### src/rtl/idt_pkg.sv
`default_nettype none
// ============================================================================
// Module      : idt_pkg
// Description : Shared state encoding, default widths and MISR fold helper
//               for the identity vector player.
// Revision    : 1.0
// ============================================================================
package idt_pkg;

    typedef enum logic [1:0] {
        IDLE  = 2'd0,
        RUN   = 2'd1,
        DRAIN = 2'd2,
        DONE  = 2'd3
    } idt_state_e;

    localparam int          IDT_IN_W     = 54;
    localparam int          IDT_OUT_W    = 376;
    localparam int          IDT_DEPTH    = 32;
    localparam int          IDT_LAT      = 0;
    localparam int          IDT_SIG_W    = 32;
    localparam logic [31:0] IDT_SIG_POLY = 32'h04C11DB7;

    // Upper bounds of the generic fold; callers zero-extend y and truncate the result.
    localparam int FOLD_MAX_OUT_W = 1024;
    localparam int FOLD_MAX_SIG_W = 64;

    // Bit i of y lands on bit (i mod sig_w): XOR of sig_w-wide slices, top slice zero-padded.
    function automatic logic [FOLD_MAX_SIG_W-1:0] idt_fold(
        input logic [FOLD_MAX_OUT_W-1:0] y,
        input int                        sig_w
    );
        logic [FOLD_MAX_SIG_W-1:0] acc;
        acc = '0;
        for (int i = 0; i < FOLD_MAX_OUT_W; i++) begin
            acc = acc ^ (FOLD_MAX_SIG_W'(y[i]) << (i % sig_w));
        end
        return acc;
    endfunction

endpackage
`default_nettype wire

### src/rtl/idt_misr.sv
`default_nettype none
// ============================================================================
// Module      : idt_misr
// Description : Multiple-input signature register compacting one DUT output
//               stream; seeded all-ones, advanced once per enabled sample.
// Revision    : 1.0
// ============================================================================
module idt_misr
    import idt_pkg::*;
#(
    parameter int               SIG_W    = IDT_SIG_W,
    parameter int               OUT_W    = IDT_OUT_W,
    parameter logic [SIG_W-1:0] SIG_POLY = SIG_W'(IDT_SIG_POLY)
) (
    input  logic             clk,
    input  logic             rst_n,
    input  logic             seed,
    input  logic             en,
    input  logic [OUT_W-1:0] y,
    output logic [SIG_W-1:0] sig
);

    logic [SIG_W-1:0] sig_q;
    logic [SIG_W-1:0] sig_d;

    always_comb begin
        sig_d = sig_q;
        if (seed) begin
            sig_d = '1;
        end else if (en) begin
            sig_d = {sig_q[SIG_W-2:0], 1'b0}
                  ^ (sig_q[SIG_W-1] ? SIG_POLY : '0)
                  ^ SIG_W'(idt_fold(FOLD_MAX_OUT_W'(y), SIG_W));
        end
    end

    always_ff @(posedge clk or negedge rst_n) begin
        if (!rst_n) begin
            sig_q <= '0;
        end else begin
            sig_q <= sig_d;
        end
    end

    assign sig = sig_q;

endmodule
`default_nettype wire

### src/rtl/idt_vector_player.sv
`default_nettype none
// ============================================================================
// Module      : idt_vector_player
// Description : Replays stored stimulus into reference and synthesised DUT
//               copies, compares outputs bit-exactly and reports the result.
//               Optional MISR signatures when IDT_MISR_SIG_EN is defined.
// Revision    : 1.0
// ============================================================================
module idt_vector_player
    import idt_pkg::*;
#(
    parameter int               IN_W     = IDT_IN_W,
    parameter int               OUT_W    = IDT_OUT_W,
    parameter int               DEPTH    = IDT_DEPTH,
    parameter int               ADDR_W   = $clog2(DEPTH),
    parameter int               LAT      = IDT_LAT,
    parameter int               SIG_W    = IDT_SIG_W,
    parameter logic [SIG_W-1:0] SIG_POLY = SIG_W'(IDT_SIG_POLY)
) (
    input  logic              clk,
    input  logic              rst_n,
    input  logic              cfg_we,
    input  logic [ADDR_W-1:0] cfg_addr,
    input  logic [IN_W-1:0]   cfg_wdata,
    input  logic [ADDR_W:0]   num_vec,
    input  logic              start,
    output logic [IN_W-1:0]   stim,
    input  logic [OUT_W-1:0]  ref_y,
    input  logic [OUT_W-1:0]  dut_y,
    output logic              busy,
    output logic              done,
    output logic              pass,
    output logic [ADDR_W:0]   mism_cnt,
    output logic              first_mism_vld,
    output logic [ADDR_W-1:0] first_mism_idx,
    output logic [SIG_W-1:0]  sig_ref,
    output logic [SIG_W-1:0]  sig_dut
);

    localparam int DRAIN_W = (LAT > 1) ? $clog2(LAT) : 1;

    idt_state_e        state_q, state_d;
    logic [ADDR_W:0]   num_q, num_d;
    logic [ADDR_W-1:0] idx_q, idx_d;
    logic [DRAIN_W-1:0] drain_q, drain_d;
    logic [IN_W-1:0]   stim_q, stim_d;
    logic [ADDR_W:0]   mism_cnt_q, mism_cnt_d;
    logic              first_vld_q, first_vld_d;
    logic [ADDR_W-1:0] first_idx_q, first_idx_d;
    logic              pass_q, pass_d;

    logic [IN_W-1:0]   mem_q [DEPTH];
    logic              busy_w;
    logic              start_ok;
    logic              rd_en;
    logic [ADDR_W-1:0] rd_addr;
    logic [ADDR_W:0]   num_clamp;
    logic              cur_vld;
    logic              smp_vld;
    logic [ADDR_W-1:0] smp_idx;

    assign busy_w    = (state_q == RUN) || (state_q == DRAIN);
    assign start_ok  = start && !busy_w;
    assign cur_vld   = (state_q == RUN);
    assign num_clamp = (num_vec > (ADDR_W+1)'(DEPTH)) ? (ADDR_W+1)'(DEPTH) : num_vec;

    // Memory contents survive reset so a vector set can be loaded once and replayed.
    always_ff @(posedge clk) begin
        if (cfg_we && !busy_w) begin
            mem_q[cfg_addr] <= cfg_wdata;
        end
    end

    // Carries the index of the vector whose DUT response is due this cycle.
    generate
        if (LAT == 0) begin : g_lat0
            assign smp_vld = cur_vld;
            assign smp_idx = idx_q;
        end else begin : g_lat
            logic [LAT-1:0]             vld_pipe_q, vld_pipe_d;
            logic [LAT-1:0][ADDR_W-1:0] idx_pipe_q, idx_pipe_d;

            always_comb begin
                vld_pipe_d    = vld_pipe_q;
                idx_pipe_d    = idx_pipe_q;
                vld_pipe_d[0] = cur_vld;
                idx_pipe_d[0] = idx_q;
                for (int k = 1; k < LAT; k++) begin
                    vld_pipe_d[k] = vld_pipe_q[k-1];
                    idx_pipe_d[k] = idx_pipe_q[k-1];
                end
            end

            always_ff @(posedge clk or negedge rst_n) begin
                if (!rst_n) begin
                    vld_pipe_q <= '0;
                    idx_pipe_q <= '0;
                end else begin
                    vld_pipe_q <= vld_pipe_d;
                    idx_pipe_q <= idx_pipe_d;
                end
            end

            assign smp_vld = vld_pipe_q[LAT-1];
            assign smp_idx = idx_pipe_q[LAT-1];
        end
    endgenerate

    always_comb begin
        state_d     = state_q;
        num_d       = num_q;
        idx_d       = idx_q;
        drain_d     = drain_q;
        mism_cnt_d  = mism_cnt_q;
        first_vld_d = first_vld_q;
        first_idx_d = first_idx_q;
        pass_d      = pass_q;
        stim_d      = '0;
        rd_en       = 1'b0;
        rd_addr     = '0;

        if (smp_vld && (ref_y != dut_y)) begin
            if (mism_cnt_q != '1) begin
                mism_cnt_d = mism_cnt_q + (ADDR_W+1)'(1);
            end
            if (!first_vld_q) begin
                first_vld_d = 1'b1;
                first_idx_d = smp_idx;
            end
        end

        case (state_q)
            IDLE, DONE: begin
                if (start_ok) begin
                    mism_cnt_d  = '0;
                    first_vld_d = 1'b0;
                    first_idx_d = '0;
                    pass_d      = 1'b0;
                    num_d       = num_clamp;
                    idx_d       = '0;
                    if (num_clamp == '0) begin
                        state_d = DONE;
                        pass_d  = 1'b1;
                    end else begin
                        state_d = RUN;
                        rd_en   = 1'b1;
                    end
                end
            end
            RUN: begin
                if ({1'b0, idx_q} == num_q - (ADDR_W+1)'(1)) begin
                    if (LAT == 0) begin
                        state_d = DONE;
                        pass_d  = (mism_cnt_d == '0);
                    end else begin
                        state_d = DRAIN;
                        drain_d = DRAIN_W'(LAT - 1);
                    end
                end else begin
                    idx_d   = idx_q + ADDR_W'(1);
                    rd_en   = 1'b1;
                    rd_addr = idx_q + ADDR_W'(1);
                end
            end
            DRAIN: begin
                if (drain_q == '0) begin
                    state_d = DONE;
                    pass_d  = (mism_cnt_d == '0);
                end else begin
                    drain_d = drain_q - DRAIN_W'(1);
                end
            end
            default: state_d = IDLE;
        endcase

        if (rd_en) begin
            stim_d = mem_q[rd_addr];
        end
    end

    always_ff @(posedge clk or negedge rst_n) begin
        if (!rst_n) begin
            state_q     <= IDLE;
            num_q       <= '0;
            idx_q       <= '0;
            drain_q     <= '0;
            stim_q      <= '0;
            mism_cnt_q  <= '0;
            first_vld_q <= 1'b0;
            first_idx_q <= '0;
            pass_q      <= 1'b0;
        end else begin
            state_q     <= state_d;
            num_q       <= num_d;
            idx_q       <= idx_d;
            drain_q     <= drain_d;
            stim_q      <= stim_d;
            mism_cnt_q  <= mism_cnt_d;
            first_vld_q <= first_vld_d;
            first_idx_q <= first_idx_d;
            pass_q      <= pass_d;
        end
    end

    assign stim           = stim_q;
    assign busy           = busy_w;
    assign done           = (state_q == DONE);
    assign pass           = pass_q;
    assign mism_cnt       = mism_cnt_q;
    assign first_mism_vld = first_vld_q;
    assign first_mism_idx = first_idx_q;

`ifdef IDT_MISR_SIG_EN
    idt_misr #(
        .SIG_W    (SIG_W),
        .OUT_W    (OUT_W),
        .SIG_POLY (SIG_POLY)
    ) u_misr_ref (
        .clk   (clk),
        .rst_n (rst_n),
        .seed  (start_ok),
        .en    (smp_vld),
        .y     (ref_y),
        .sig   (sig_ref)
    );

    idt_misr #(
        .SIG_W    (SIG_W),
        .OUT_W    (OUT_W),
        .SIG_POLY (SIG_POLY)
    ) u_misr_dut (
        .clk   (clk),
        .rst_n (rst_n),
        .seed  (start_ok),
        .en    (smp_vld),
        .y     (dut_y),
        .sig   (sig_dut)
    );
`else
    assign sig_ref = '0;
    assign sig_dut = '0;
`endif

endmodule
`default_nettype wire
### config.mk
export PLATFORM = sky130hd
export DESIGN_NAME = idt_vector_player
export DESIGN_NICKNAME = d
export VERILOG_FILES = /design/src/rtl/idt_pkg.sv /design/src/rtl/idt_misr.sv /design/src/rtl/idt_vector_player.sv
export SDC_FILE = /design/constraint.sdc
export NUM_CORES = 2
export LEC_CHECK = 0
export BUFFER_PORTS_ARGS = -buffer_cell sky130_fd_sc_hd__buf_2
export CAP_MARGIN = 25
export CELL_PAD_IN_SITES_DETAIL_PLACEMENT = 1
export CELL_PAD_IN_SITES_GLOBAL_PLACEMENT = 1
export CORE_UTILIZATION = 52
export CTS_CLUSTER_SIZE = 24
export DETAILED_ROUTE_END_ITERATION = 12
export GPL_TIMING_DRIVEN = 0
export HOLD_SLACK_MARGIN = 0.15
export PLACE_DENSITY = 0.89
export SETUP_SLACK_MARGIN = 0.4
export SLEW_MARGIN = 20
export SYNTH_ARGS = -nofsm -noshare
export SYNTH_HDL_FRONTEND = slang
export SYNTH_SLANG_ARGS = --single-unit
### constraint.sdc
create_clock -name clk -period 12.15 [get_ports clk]
set_clock_uncertainty 0.2 [all_clocks]
set_input_delay 2.43 -clock clk [delete_from_list [all_inputs] [get_ports clk]]
set_output_delay 2.43 -clock clk [all_outputs]
set_load 0.01 [all_outputs]
==> results.json, run 1 <==
{
  "cts_max_level": 4,
  "outcome": "stopped before the end",
  "avgSynthCellArea_um2": 14.5,
  "root_buffer": "clkbuf_16",
  "die_h_um": 380,
  "ys_warn_count": 0,
  "start_util_pct": 52.5,
  "synth_ff_type": "edfxtp_1",
  "grt_pass1_vias": 74000,
  "gr-total-overflow": 3,
  "grt.total_usage_pct": 72.5,
  "synth_edf_count": 1728,
  "row_count": 138,
  "clockBufferDepth": 3,
  "ctsResizeCount": 0,
  "gp_congestion": 1.23,
  "synth-seq-area-share_pct": 72.4,
  "ys_seq_elements": 1808,
  "die_w_um": 380,
  "syn_area_um2": 74400,
  "ys_types": 71,
  "cts_buffers": 169,
  "hold_buffers": 0,
  "place_inst": 8039,
  "grt_start_max_net_pins": 44,
  "grt_pass1_wl_um": 698000,
  "dp_hpwl_um": 316000,
  "io_buffers": 889,
  "io_pins": 954,
  "post_cts_buffers": 0,
  "synthArstFlopShare_pct": 4.42,
  "syn_inst": 5121,
  "tool.error": "[ERROR GRT-0116] Global routing finished with congestion. Check the congestion regions in the DRC Viewer.",
  "numClockSinks": 1808,
  "haltStage": "5_1_grt"
}
## routing by layer
metal	overflow	track usage [%]
met1	0	70.9
met5	0	34.0
met3	0	63.8
met2	2	87.2
met4	1	67.1
## logic make-up after synthesis
| kind of cell | Yosys count | synth area share [%] |
|---|---|---|
| adders and majority gates | 6 | 0.101 |
| AOI/OAI and AO/OA | 1081 | 11.5 |
| and+or+nand+nor | 1386 | 8.38 |
| buffers and inverters | 435 | 2.80 |
| other | 1 | 0.00504 |
| muxes | 20 | 0.279 |
| xor gates and xnor gates | 384 | 4.53 |
| DFF | 1808 | 72.4 |
## metrics by stage
| stage | setup slack [ns] | area (µm²) | hold WS, ns | utilization, % |
|---|---|---|---|---|
| floorplan | 6.23 | 74600 | 0.293 | - |
| global placement | 3.27 | 81400 | 0.295 | 57.5 |
| detailed placement | 5.49 | 83300 | 0.335 | 58.8 |
| CTS | 6.32 | 88800 | 0.358 | 62.6 |
## synthesized netlist by cell type (all sizes together), types with 9 or more instances
| cell type | instances | area [µm²] |
|---|---|---|
| or3 | 110 | 688 |
| nand3 | 63 | 315 |
| o221ai | 114 | 998 |
| nor2 | 56 | 215 |
| a311o | 159 | 1590 |
| a21oi | 116 | 584 |
| xnor2 | 379 | 3320 |
| nand3b | 59 | 443 |
| a221oi | 212 | 1910 |
| inv | 9 | 33.8 |
| nand2 | 932 | 3500 |
| clkbuf | 249 | 936 |
| dfrtp | 80 | 2000 |
| buf | 177 | 1110 |
| nor4 | 24 | 150 |
| a31oi | 214 | 1350 |
| o21ai | 21 | 105 |
| o211ai | 161 | 1210 |
| mux2i | 14 | 140 |
| nand4 | 104 | 657 |
| edfxtp | 1728 | 51900 |
| a311oi | 56 | 490 |
==> inputs of run 2 (changes only) <==
CELL_PAD_IN_SITES_DETAIL_PLACEMENT = default   (was 1)
CELL_PAD_IN_SITES_GLOBAL_PLACEMENT = default   (was 1)
CORE_UTILIZATION = 40   (was 52)
CTS_CLUSTER_SIZE = default   (was 24)
HOLD_SLACK_MARGIN = default   (was 0.15)
PLACE_DENSITY = default   (was 0.89)
PLACE_DENSITY_LB_ADDON = 0.15   (was default)
SETUP_SLACK_MARGIN = default   (was 0.4)
==> run 2 against run 1 <==
Compared with the run above:
- synthesized cell count is the same
- area after synthesis is the same
- the run now ends clean
==> results.json, run 2 <==
{
  "synthArstFlopShare_pct": 4.42,
  "crit_chain": "buf_2 -> xnor2_1 -> nand4_1 -> nor4_2 -> nand4_1 -> nor4_1 -> a21oi_1 -> nand2b_1 -> clkbuf_1 -> mux2i_1",
  "grt_start_max_net_pins": 53,
  "drtIter0Drc": 8083,
  "hp-start": "first_mism_idx[1]",
  "p_per_area_nw_per_um2": 233,
  "final-seq-area_um2": 53900,
  "timing.rr.start": "num_q[0]",
  "ys_seq_elements": 1808,
  "synthTopCellsByArea": "edfxtp_1 70%, nand2_1 4.7%, xnor2_1 4.5%",
  "routed_wl_um": 367000,
  "drive_gt1_share_pct": 22.6,
  "layout_common_cells": "1,728 x edfxtp_1, 968 x buf_2, 931 x nand2_1",
  "gp_congestion": 1.10,
  "peakVddDrop_mv": 0.198,
  "maxCapViolCount": 0,
  "synth_edf_count": 1728,
  "outcome": "finished clean",
  "yosys.area.top_type_share_pct": 69.8,
  "numClockSinks": 1808,
  "synth_ff_type": "edfxtp_1",
  "post_cts_buffers": 0,
  "multi_input_area_um2": 19000,
  "crit_type": "in -> reg",
  "slew-limit-headroom_pct": 19.4,
  "route.detailed.drc": 0,
  "row_count": 157,
  "ctsResizeCount": 0,
  "layout.cells.most_common": "edfxtp_1",
  "final_cells": 9039,
  "io_buffers": 889,
  "worstMarginPinSlew_ns": 1.21,
  "grt.total_usage_pct": 38.7,
  "ys_warn_count": 0,
  "cp_slowest_cell": "nand4_1",
  "synthTopCellsByCount": "1,728 x edfxtp_1, 931 x nand2_1, 379 x xnor2_1",
  "die_h_um": 433,
  "startpoint": "dut_y[40]",
  "synth_most_common_cell": "edfxtp_1",
  "path_clk_slew_ns": 0.06,
  "hold_buffers": 0,
  "synth-seq-area-share_pct": 72.4,
  "nFillCells": 16000,
  "cts_buffers": 177,
  "syn_inst": 5121,
  "grt_pass1_wl_um": 475000,
  "path_max_fanout": 10,
  "wl_per_cell_um": 40.6,
  "die-area_um2": 188000,
  "dr.pass1.iters": 7,
  "gr-total-overflow": 0,
  "crit_path_end_kind": "flop",
  "clockBufferDepth": 3,
  "yosys.area.top_type": "edfxtp_1",
  "dr_total_vias": 54700,
  "drt-vias-per-instance": 6.05,
  "grt_setup_unrepaired": "no",
  "die_w_um": 433,
  "root_buffer": "clkbuf_16",
  "setup_viol": 0,
  "io_pins": 954,
  "cts_max_level": 4,
  "cp.required_ns": 12.68,
  "fin_setup_tns_ns": 0,
  "cp_data_arrival_time_ns": 6.54,
  "clock.fmax_mhz": 166,
  "regMostFlops": "mem_q",
  "syn_to_final_growth_pct": 21.1,
  "cts_tree": "built",
  "start_kind": "primary input",
  "clock_latency_ns": 0.84,
  "hold_viol_final": 0,
  "leakage_uw": 0.0300,
  "slowest_delay_ns": 0.80,
  "coreArea_um2": 184000,
  "place_inst": 8619,
  "avgSynthCellArea_um2": 14.5,
  "ys_types": 71,
  "post-route-period-util_pct": 49.5,
  "fin_crit_ns": 6.01,
  "dp_hpwl_um": 290000,
  "final-max-slew-violation-count": 0,
  "largest_register_ff_count": 1728,
  "ant_nets": 0,
  "nets": 7163,
  "start_util_pct": 40.5,
  "hold_class": "reg -> reg",
  "syn_area_um2": 74400,
  "antenna_found_initial": 240,
  "grt_pass1_vias": 50500,
  "crit_top_cell": "nand4_1"
}
## run 2: worst paths after layout
check	endpoint	slack, ns	depth (start not counted)
min in group asynchronous	stim[6]	1.30	1
hold / removal	first_mism_idx[1]	0.34	2
setup reg to reg	stim[52]	7.15	12
setup / recovery	first_mism_idx[3]	6.14	10
max in group asynchronous	stim[52]	9.66	2
hold reg to reg	first_mism_idx[1]	0.34	2
## run 2: area by class of cell
cell class                 count  share of cell area (%)
antenna                       90                   0.250
buffer                       426                    2.29
clock buffer                 255                    5.54
clock inverter                73                   0.657
inverter                       9                  0.0375
multi-input combinational   2941                    21.0
sequential                  1808                    59.8
tap                         2464                    3.42
timing repair buffer         973                    6.92
## run 2: worst max-delay path, delay by kind of cell
family,cells,cell delay (ns)
compound gates,1,0.40
xor+xnor,1,0.42
simple gates,5,2.48
mux,1,0.23
buf+inv,2,0.53
## run 2: cell families after synthesis
kind of cell	after synthesis	share of synthesized area (%)
flops	1808	72.4
simple gates	1386	8.38
other cells	1	0.00504
mux	20	0.279
xor+xnor	384	4.53
compound gates	1081	11.5
fa+ha+maj	6	0.101
buf+inv	435	2.80
## run 2: through the flow
step	hold slack, ns	area [µm²]	utilization [%]	total power [µW]	worst slack [ns]
final	0.337	90100	49.0	21000	6.14
after global routing	0.351	89900	48.9	21600	6.09
after CTS	0.337	89800	48.8	20800	6.13
after detailed placement	0.326	84200	45.8	15500	5.27
after global placement	0.316	82200	44.7	15300	2.98
after floorplan	0.293	74600	-	11700	6.23
## run 2: per-layer routing
layer | up-vias | part of all wire (%) | track usage, %
met4 | 40 | 6.1 | 21.1
met3 | 788 | 11 | 10.2
met1 | 27500 | 39 | 52.7
li1 | 22600 | - | -
met5 | - | 0.077 | 0
met2 | 3843 | 43 | 56.4
## run 2: report_power, final
part / switching [µW] / total (µW) / internal (µW) / leakage, µW
combinational: 6090 / 8590 / 2490 / 0.0107
clock: 2360 / 5350 / 2990 / 0.00272
sequential: 65.6 / 7070 / 7000 / 0.0166
No activity file was read; power rests on OpenSTA's default activity.
